$ cat src/rtl/ram_dp_pkg.sv
// rtl/ram_dp_pkg.sv - shared types and read-latency constants for the clearable dual-port RAM (RAM_DP_OUT_REG_EN selects latency)
package ram_dp_pkg;

  // Control FSM states: normal operation or sequential array clear
  typedef enum logic {
    ST_IDLE  = 1'b0,
    ST_CLEAR = 1'b1
  } clr_state_e;

  // Read latency without and with the optional output register
  localparam int unsigned RD_LAT_DIRECT  = 1;
  localparam int unsigned RD_LAT_OUT_REG = 2;

`ifdef RAM_DP_OUT_REG_EN
  localparam int unsigned RD_LATENCY = RD_LAT_OUT_REG;
`else
  localparam int unsigned RD_LATENCY = RD_LAT_DIRECT;
`endif

endpackage

$ cat src/rtl/ram_dp_clr_ctrl.sv
// rtl/ram_dp_clr_ctrl.sv - clear FSM and address counter that zeroes the array one word per cycle
module ram_dp_clr_ctrl
  import ram_dp_pkg::*;
#(
  parameter int DEPTH   = 64,
  parameter int ADDRESS = 6
) (
  input  logic               clock,
  input  logic               reset,
  input  logic               clr_start_i,
  output logic [ADDRESS-1:0] clr_addr_o,
  output logic               clr_we_o,
  output logic               busy_o
);

  localparam logic [ADDRESS-1:0] LAST_ADDR = ADDRESS'(DEPTH - 1);

  clr_state_e         state_q;
  logic [ADDRESS-1:0] cnt_q;
  logic               busy_q;

  // Reset lands in CLEAR at address 0 so the array is always scrubbed before use;
  // a clear request arriving while already clearing is ignored.
  always_ff @(posedge clock or negedge reset) begin
    if (!reset) begin
      state_q <= ST_CLEAR;
      cnt_q   <= '0;
      busy_q  <= 1'b1;
    end else begin
      case (state_q)
        ST_IDLE: begin
          if (clr_start_i) begin
            state_q <= ST_CLEAR;
            cnt_q   <= '0;
            busy_q  <= 1'b1;
          end
        end
        ST_CLEAR: begin
          if (cnt_q == LAST_ADDR) begin
            state_q <= ST_IDLE;
            cnt_q   <= '0;
            busy_q  <= 1'b0;
          end else begin
            cnt_q <= cnt_q + ADDRESS'(1);
          end
        end
        default: begin
          state_q <= ST_CLEAR;
          cnt_q   <= '0;
          busy_q  <= 1'b1;
        end
      endcase
    end
  end

  assign clr_addr_o = cnt_q;
  assign clr_we_o   = busy_q;
  assign busy_o     = busy_q;

endmodule

$ cat src/rtl/ram_dp_clr.sv
// rtl/ram_dp_clr.sv - byte-enabled dual-port RAM with whole-array clear and write-first bypass; RAM_DP_OUT_REG_EN adds an output register
module ram_dp_clr
  import ram_dp_pkg::*;
#(
  parameter int WIDTH   = 32,
  parameter int DEPTH   = 64,
  parameter int ADDRESS = 6
) (
  input  logic                 clock,
  input  logic                 reset,
  input  logic                 clr_start,
  output logic                 clr_busy,
  input  logic                 wr_en,
  input  logic [ADDRESS-1:0]   wr_addr,
  input  logic [WIDTH/8-1:0]   wr_be,
  input  logic [WIDTH-1:0]     data_in,
  input  logic                 rd_en,
  input  logic [ADDRESS-1:0]   rd_addr,
  output logic [WIDTH-1:0]     data_out,
  output logic                 rd_valid,
  output logic                 req_drop
);

  localparam int NBYTES = WIDTH / 8;
  // One extra bit so DEPTH == 2**ADDRESS still compares correctly
  localparam logic [ADDRESS:0] DEPTH_W = (ADDRESS + 1)'(DEPTH);

  logic [WIDTH-1:0]   mem_q [DEPTH];

  logic [ADDRESS-1:0] clr_addr;
  logic               clr_we;
  logic               busy;

  logic               wr_in_range;
  logic               rd_in_range;
  logic               wr_fire;
  logic               rd_fire;
  logic               rd_oor;
  logic               ctl_drop_d;
  logic [WIDTH-1:0]   rd_data_d;

  logic               ctl_drop_q;
  logic               rd_valid_q1;
  logic               rd_drop_q1;
  logic [WIDTH-1:0]   rd_data_q1;

  ram_dp_clr_ctrl #(
    .DEPTH   (DEPTH),
    .ADDRESS (ADDRESS)
  ) u_ctrl (
    .clock       (clock),
    .reset       (reset),
    .clr_start_i (clr_start),
    .clr_addr_o  (clr_addr),
    .clr_we_o    (clr_we),
    .busy_o      (busy)
  );

  assign clr_busy    = busy;
  assign wr_in_range = ({1'b0, wr_addr} < DEPTH_W);
  assign rd_in_range = ({1'b0, rd_addr} < DEPTH_W);
  assign wr_fire     = wr_en & ~busy & wr_in_range;
  assign rd_fire     = rd_en & ~busy;
  assign rd_oor      = rd_fire & ~rd_in_range;

  // Drops reported one cycle later: anything requested during a clear, and out-of-range writes.
  // Out-of-range reads travel with the read pipeline instead so they line up with rd_valid.
  assign ctl_drop_d = (busy & (wr_en | rd_en)) | (wr_en & ~busy & ~wr_in_range);

  // Read word with write-first merge: bytes being written this cycle come from data_in
  always_comb begin
    rd_data_d = '0;
    if (rd_in_range) begin
      rd_data_d = mem_q[rd_addr];
      if (wr_fire && (wr_addr == rd_addr)) begin
        for (int b = 0; b < NBYTES; b++) begin
          if (wr_be[b]) begin
            rd_data_d[8*b +: 8] = data_in[8*b +: 8];
          end
        end
      end
    end
  end

  // Storage array: the clear sequence owns the write port while busy; it is the only initialisation
  always_ff @(posedge clock) begin
    if (clr_we) begin
      mem_q[clr_addr] <= '0;
    end else if (wr_fire) begin
      for (int b = 0; b < NBYTES; b++) begin
        if (wr_be[b]) begin
          mem_q[wr_addr][8*b +: 8] <= data_in[8*b +: 8];
        end
      end
    end
  end

  // First read stage and drop flags; read data only moves when a read completes
  always_ff @(posedge clock or negedge reset) begin
    if (!reset) begin
      ctl_drop_q  <= 1'b0;
      rd_valid_q1 <= 1'b0;
      rd_drop_q1  <= 1'b0;
      rd_data_q1  <= '0;
    end else begin
      ctl_drop_q  <= ctl_drop_d;
      rd_valid_q1 <= rd_fire;
      rd_drop_q1  <= rd_oor;
      if (rd_fire) begin
        rd_data_q1 <= rd_data_d;
      end
    end
  end

`ifdef RAM_DP_OUT_REG_EN
  logic               rd_valid_q2;
  logic               rd_drop_q2;
  logic [WIDTH-1:0]   rd_data_q2;

  // Output register stage: delays read data, valid and read-drop by one more cycle
  always_ff @(posedge clock or negedge reset) begin
    if (!reset) begin
      rd_valid_q2 <= 1'b0;
      rd_drop_q2  <= 1'b0;
      rd_data_q2  <= '0;
    end else begin
      rd_valid_q2 <= rd_valid_q1;
      rd_drop_q2  <= rd_drop_q1;
      if (rd_valid_q1) begin
        rd_data_q2 <= rd_data_q1;
      end
    end
  end

  assign data_out = rd_data_q2;
  assign rd_valid = rd_valid_q2;
  assign req_drop = ctl_drop_q | rd_drop_q2;
`else
  assign data_out = rd_data_q1;
  assign rd_valid = rd_valid_q1;
  assign req_drop = ctl_drop_q | rd_drop_q1;
`endif

endmodule

$ cat config.mk
export PLATFORM = sky130hd
export DESIGN_NAME = ram_dp_clr
export DESIGN_NICKNAME = d
export VERILOG_FILES = /design/src/rtl/ram_dp_pkg.sv /design/src/rtl/ram_dp_clr_ctrl.sv /design/src/rtl/ram_dp_clr.sv
export SDC_FILE = /design/constraint.sdc
export NUM_CORES = 2
export LEC_CHECK = 0
export BUFFER_PORTS_ARGS = -buffer_cell sky130_fd_sc_hd__buf_2
export CAP_MARGIN = 20
export CORE_UTILIZATION = 52
export DETAILED_ROUTE_END_ITERATION = 7
export HOLD_SLACK_MARGIN = 0.05
export PLACE_DENSITY = 0.68
export SETUP_SLACK_MARGIN = 0.4
export SLEW_MARGIN = 20
export SYNTH_ARGS = -nofsm -noshare
export SYNTH_HDL_FRONTEND = slang
export SYNTH_SLANG_ARGS = --single-unit
$ cat constraint.sdc
create_clock -name clock -period 3.4 [get_ports clock]
set_input_delay 0.17 -clock clock [delete_from_list [all_inputs] [get_ports clock]]
set_output_delay 0.17 -clock clock [all_outputs]
set_load 0.01 [all_outputs]
## After elaboration in Yosys (flattened, before gate mapping)

Memories as Yosys holds them, arrays and structs flattened.
Cells that the tools add are included.
W data, S select, Z words.

| operators by class | value |
|---|---|
| add/subtract/negate cells | 1 |
| muxes and demuxes | 35 |
| reduce and logical (&&, ||, !) cells | 3 |
| bitwise operators | 6 |
| equality and inequality tests | 4 |

Operator list:

| cell | number |
|---|---|
| $mux W32 | 2 |
| $mux W8 | 4 |
| $reduce_or A32 Y1 | 1 |
| $mux W1 | 22 |
| $mux W6 | 3 |
| $pmux W6 S2 | 1 |
| $add A6 B1 Y6 const B | 1 |
| $eq A6 B6 Y1 | 1 |
| $eq A6 B6 Y1 const B | 1 |
| $mux W4 | 1 |
| $ne A2 B2 Y1 const B | 2 |
| $pmux W1 S2 | 2 |
| $and A1 B1 Y1 | 3 |
| $not A1 Y1 | 2 |
| $reduce_and A2 Y1 | 1 |
| $logic_and A1 B1 Y1 | 1 |
| $or A1 B1 Y1 | 1 |

| storage, ports and cells | value |
|---|---|
| register bits | 42 |
| word-level logic and storage cells | 56 |
| memories kept | 1 |
| input bits | 53 |
| RAM bits | 2,048 |

Memories:

| name | depth | width | read ports | clocked after Yosys merged registers in | write ports | line | text |
|---|---|---|---|---|---|---|---|
| mem_q | 64 | 32 | 1 | 0 | 1 | ram_dp_clr.sv:28 | `logic [WIDTH-1:0] mem_q [DEPTH];` |

## Depth between registers and ports, before layout

| depth | value |
|---|---|
| depth after elaboration | 7 |
| mapped depth | 10 |
| gate-level depth less buffers | 7 |

## Cells and area by module

Synthesis repeated with hierarchy kept, for this count alone.

| second synthesis, totals | value |
|---|---|
| cell total of the unflattened synthesis | 4,128 |
| area total of the unflattened synthesis | 82,994.6 µm² |

Modules (own cells, without submodules):

| module | cells an instance | area each (µm²) | seq. area each (µm²) | instances |
|---|---|---|---|---|
| ram_dp_clr | 4,085 | 82,609.2 | 62,349.8 | 1 |
| ram_dp_clr_ctrl | 43 | 385.4 | 202.7 | 1 |

## Worst setup path after synthesis

OpenSTA, ideal clock, no wires.

| path | value |
|---|---|
| path type | register to register |
| start point | register u_ctrl.busy_q (netlist: u_ctrl.busy_o) |
| end point | memory mem_q[0][10] (data pin) |
| library setup time | 367 ps |
| path buffers | 4 |
| setup slack | 610 ps |
| cell stages (with the launch flop) | 8 |
| required time | 3,033 ps |
| arrival time | 2,423 ps |
| clock period less this slack | 2,790 ps |
| cells stage by stage | dfstp_2 > buf_2 > nand2b_1 > nor2_4 > buf_2 > buf_2 > clkbuf_1 > and2_1 |

| between the ends | value |
|---|---|
| word-level cells in the longest chain between the ends | 7 |
| elaborated cells on any way between the ends | 16 |

Ends and longest elaborated chain:

| element | line | text |
|---|---|---|
| start: declaration | ram_dp_clr_ctrl.sv:20 | `logic busy_q;` |
| start signal: assignment | ram_dp_clr_ctrl.sv:28 | `busy_q <= 1'b1;` |
| start signal: assignment | ram_dp_clr_ctrl.sv:35 | `busy_q <= 1'b1;` |
| start signal: assignment | ram_dp_clr_ctrl.sv:42 | `busy_q <= 1'b0;` |
| $not A1 Y1 | -- |  |
| $and A1 B1 Y1 | -- |  |
| $mux W1 | ram_dp_clr.sv:89 | `end else if (wr_fire) begin` |
| $mux W1 | ram_dp_clr.sv:87 | `if (clr_we) begin` |
| $mux W1 (not written as such) | ram_dp_clr.sv:92 | `mem_q[wr_addr][8*b +: 8] <= data_in[8*b +: 8];` |
| $reduce_or A32 Y1 (no source line) * | -- |  |
| $mux W32 (no source line) * | -- |  |
| end: declaration | ram_dp_clr.sv:28 |  |

Mark *: on every way between the ends. The rest lies on a longest branch, timed or not.

## Worst setup path after layout

| path | value |
|---|---|
| start point | register u_ctrl.busy_q (netlist: u_ctrl.busy_o) |
| end point | memory mem_q[4][12] (enable) |

| between the ends | value |
|---|---|
| word-level cells in the longest chain between the ends | 7 |
| elaborated cells on any way between the ends | 19 |

Ends and longest elaborated chain:

| element | line |
|---|---|
| $not A1 Y1 | -- |
| $and A1 B1 Y1 | -- |
| $mux W1 | ram_dp_clr.sv:89 |
| $mux W1 | ram_dp_clr.sv:87 |
| $mux W1 (not written as such) | ram_dp_clr.sv:92 |
| $reduce_or A32 Y1 (no source line) | -- |
| $mux W6 (no source line) or $mux W4 (tied branches) | -- |

Several ways; a longest one is shown, not always the timed one.

==> results.md <==
- Storage element area: 62600 µm²
- Unrepaired setup endpoints after global routing: yes
- GRT overflow: 0
- DP Area: slightly below 90000 µm²
- Fillers: between 10000 and 15000
- Via density: around 6.2
- Post-Synth Adder-Cell Area: less than 1%
- Multi-input logic area: 17100 µm²
- Largest family of logic cells by synthesized area: multiplexers
- Synthesized instance count: roughly 3800
- Syn_nets: approximately 3900
- Final Skew: about 0.032 ns
- TritonCTS Buffers: 201
- Hold depth: 5
- Global-route wire length before repair: 280000 µm
- Commonest non-fill, non-tap cell in the layout: edfxtp_1
- Final wirelength: 190000 µm
- Final instance area: 93600 µm²
- Startpoint Class: register
- Clock Sinks: approximately 2100
- DRT antenna net count: 0
- Mux share of post-synthesis cell area: approximately 14%
- GPL Wtd Cong: 0.859
- Final Slew Violations: 0
- Final period util: 86.6%
- Crit Path Class: register to register
- Drc violations: 0
- Clock transition at path regs: 0.06 ns
- Worst reg2reg startpoint: u_ctrl.busy_o$_DFFE_PN1P_
- Status: finished clean
- Asr flop ratio synth: under 10%
- R2r worst-path depth: 5
- YS warnings: 0
- Power Dens Cells: 656 nW/µm²
- Die H: 396 µm
- Post-synth EDFFs: roughly 2000
- Placed insts: 6113
- Hold path endpoint: data_out[26]$_DFFE_PN0P_
- Critical path peak fanout: 16
- Synth Area in Compound Gates: 3.88%
- Vias in the first global route: 41300
- Crit path DAT: around 3.4 ns
- Hold_ws: 0.135 ns
- Avg Synthesized Cell Area: 21.0 µm²
- Slew HR: 32.3%
- Starting density of the core: between 50 and 60%
- H-tree depth: 4
- Width of the die: just under 400 µm
- Clock Path Buffers: 3
- Flop2flop setup slack: 0.46 ns
- Leak pwr: around 30 nW
- VDD IR-drop max: approximately 0.7 mV
- Top FF cell, synth: edfxtp_1
- #FFs+latches synth: 2090
- Fmax: between 300 and 400 MHz
- Syn-to-layout area delta: 16.0%
- Port buffer count: 87
- Io pins: 88
- CTS tree: yes
- Worst Path Required: 3.87 ns
- Simple-Gate Fraction of Synth Area: roughly 2.6%
- Max capacitance violation total: 0
- Post-synthesis cell area: roughly 81000 µm²
- Row count: around 140
- Detailed-placement wirelength estimate: 120000 µm
- Nets: approximately 4400
- Min Tclk post-route: ~2.9 ns
- Initial antenna violation count: 8
- Root buffer cell: clkbuf_16
- Largest net degree at the start of global routing: 66
- Non-Filler Instances: between 6000 and 7000
- Seq/Total Area, Yosys: 77.5%
- Via count: between 40000 and 50000
- Fin. Hold Viols: 0
- Layout cells sized above 1: 30.7%
- GR Util All Layers: 24.6%
- Final setup viols: 0
- Post-Route Setup TNS: 0 ns
- WL/cell: 29.0 µm
- Drt first-iter violations: 4723
- Synth cell types: 43
- Xor and xnor area share after synthesis: 0.0868%
- Most frequent cells in the layout: edfxtp_1, mux4_2, buf_4, nor2_1, a22oi_1
- Die area: 157000 µm²
- Hold Startpoint: wr_be[3]
- Hold Crit Class: input port to register
- Slew @ Worst Pin: 1.02 ns
- Worst Setup End Kind: register
- Worst R2R End: mem_q[4][12]$_DFFE_PP_
- Pre-Repair DR Iteration Count: 5
- Clk Latency, worst-skew pair: 0.84 ns
- Core footprint: around 150000 µm²
==> report_power, final <==
part | total [mW] | switching [mW] | internal, mW | leakage, nW
registers | 31.3 | 0.515 | 30.8 | 19.5
clock network | 21.8 | 9.48 | 12.3 | 3.15
logic | 8.35 | 5.69 | 2.66 | 7.69
==> metal layers <==
metal	up-vias	track usage [%]	share of wire, %	routed length [µm]
met1	21400	35.4	40	76700
met2	1908	38.1	48	90900
met4	8	7.59	2.6	4980
met3	293	5.21	9.1	17300
li1	17000	-	-	-
met5	-	0	0.023	44
==> repair_timing <==
action                                 CTS  global route
cloned                                   0             0
hold buffers                            60             1
pin swaps                                0             1
setup endpoints to repair              158           449
setup buffers                            0             4
endpoints found under the hold margin  759             4
resized for setup                       11            18
==> cell type report <==
class                      count  area share [%]
timing repair buffer         566            5.22
sequential                  2090            66.8
inverter                       8          0.0321
multi-input combinational   1470            18.3
clock inverter               125            1.18
antenna                        2         0.00535
clock buffer                 249            5.69
tap                         2044            2.73
==> flip-flops by register name, indices dropped and copies added (netlist names) <==
register	count
data_out	32
u_ctrl.clr_addr_o	6
rd_valid	1
u_ctrl.busy_o	1
mem_q	2048
ctl_drop_q	1
u_ctrl.state_q	1
==> kinds of logic after synthesis <==
| family | count (synthesis) |
|---|---|
| flip-flops | 2090 |
| XOR/XNOR | 8 |
| AO/OA/AOI/OAI | 466 |
| adder cells (fa/ha/maj) | 1 |
| multiplexers | 518 |
| AND/OR/NAND/NOR | 477 |
| buffers and inverters | 278 |
==> critical path: stages (launching register included) <==
cell      delay [ns]
dfstp_2         0.37
nand2b_1        0.18
nor2_4          0.30
mux2_2          0.55
or3_1           0.61
nor2_1          0.57
==> cells in the mapped netlist, types with 2 or more instances <==
master	number	area share, %
o41ai_1	31	0.34
nor2b_1	5	0.039
buf_6	12	0.17
nand2b_1	17	0.13
mux2_2	3	0.042
xnor2_1	4	0.043
mux4_2	512	14
or2_2	8	0.062
nor3_1	6	0.037
or3_1	32	0.25
dfrtp_1	40	1.2
a31oi_1	37	0.29
and2_1	36	0.28
buf_4	6	0.056
xor2_1	4	0.043
buf_1	29	0.13
nand3b_1	3	0.028
clkbuf_1	160	0.74
dfstp_2	2	0.065
nor2_1	290	1.3
a22oi_1	251	2.3
nor3b_1	2	0.019
a21oi_1	130	0.81
nand3_1	11	0.068
o21ai_0	13	0.081
mux2i_1	3	0.037
inv_1	8	0.037
buf_2	63	0.39
edfxtp_1	2048	76
nand2_1	59	0.27
==> through the flow <==
stage	setup slack [ns]	power, mW	util [%]
after floorplan	0.610	35.9	-
after global placement	0.258	39.7	56.1
after detailed placement	0.153	40.0	56.1
after CTS	0.333	61.6	60.7
after global routing	0.356	63.2	60.8
final	0.455	61.4	60.8
==> worst max-delay path by stage <==
stage                               from                      end  slack (ns)  depth (start not counted)
2_1_floorplan  u_ctrl.busy_o$_DFFE_PN1P_   mem_q[0][10]$_DFFE_PP_        0.61                          7
5_1_grt        u_ctrl.busy_o$_DFFE_PN1P_  mem_q[12][11]$_DFFE_PP_        0.36                          7
4_1_cts        u_ctrl.busy_o$_DFFE_PN1P_    mem_q[0][9]$_DFFE_PP_        0.33                          5
3_3_place_gp   u_ctrl.busy_o$_DFFE_PN1P_   mem_q[29][4]$_DFFE_PP_        0.26                          5
6_report       u_ctrl.busy_o$_DFFE_PN1P_   mem_q[4][12]$_DFFE_PP_        0.46                          5
3_5_place_dp   u_ctrl.busy_o$_DFFE_PN1P_   mem_q[29][6]$_DFFE_PP_        0.15                          5
Power figures use the tool's default switching activity.
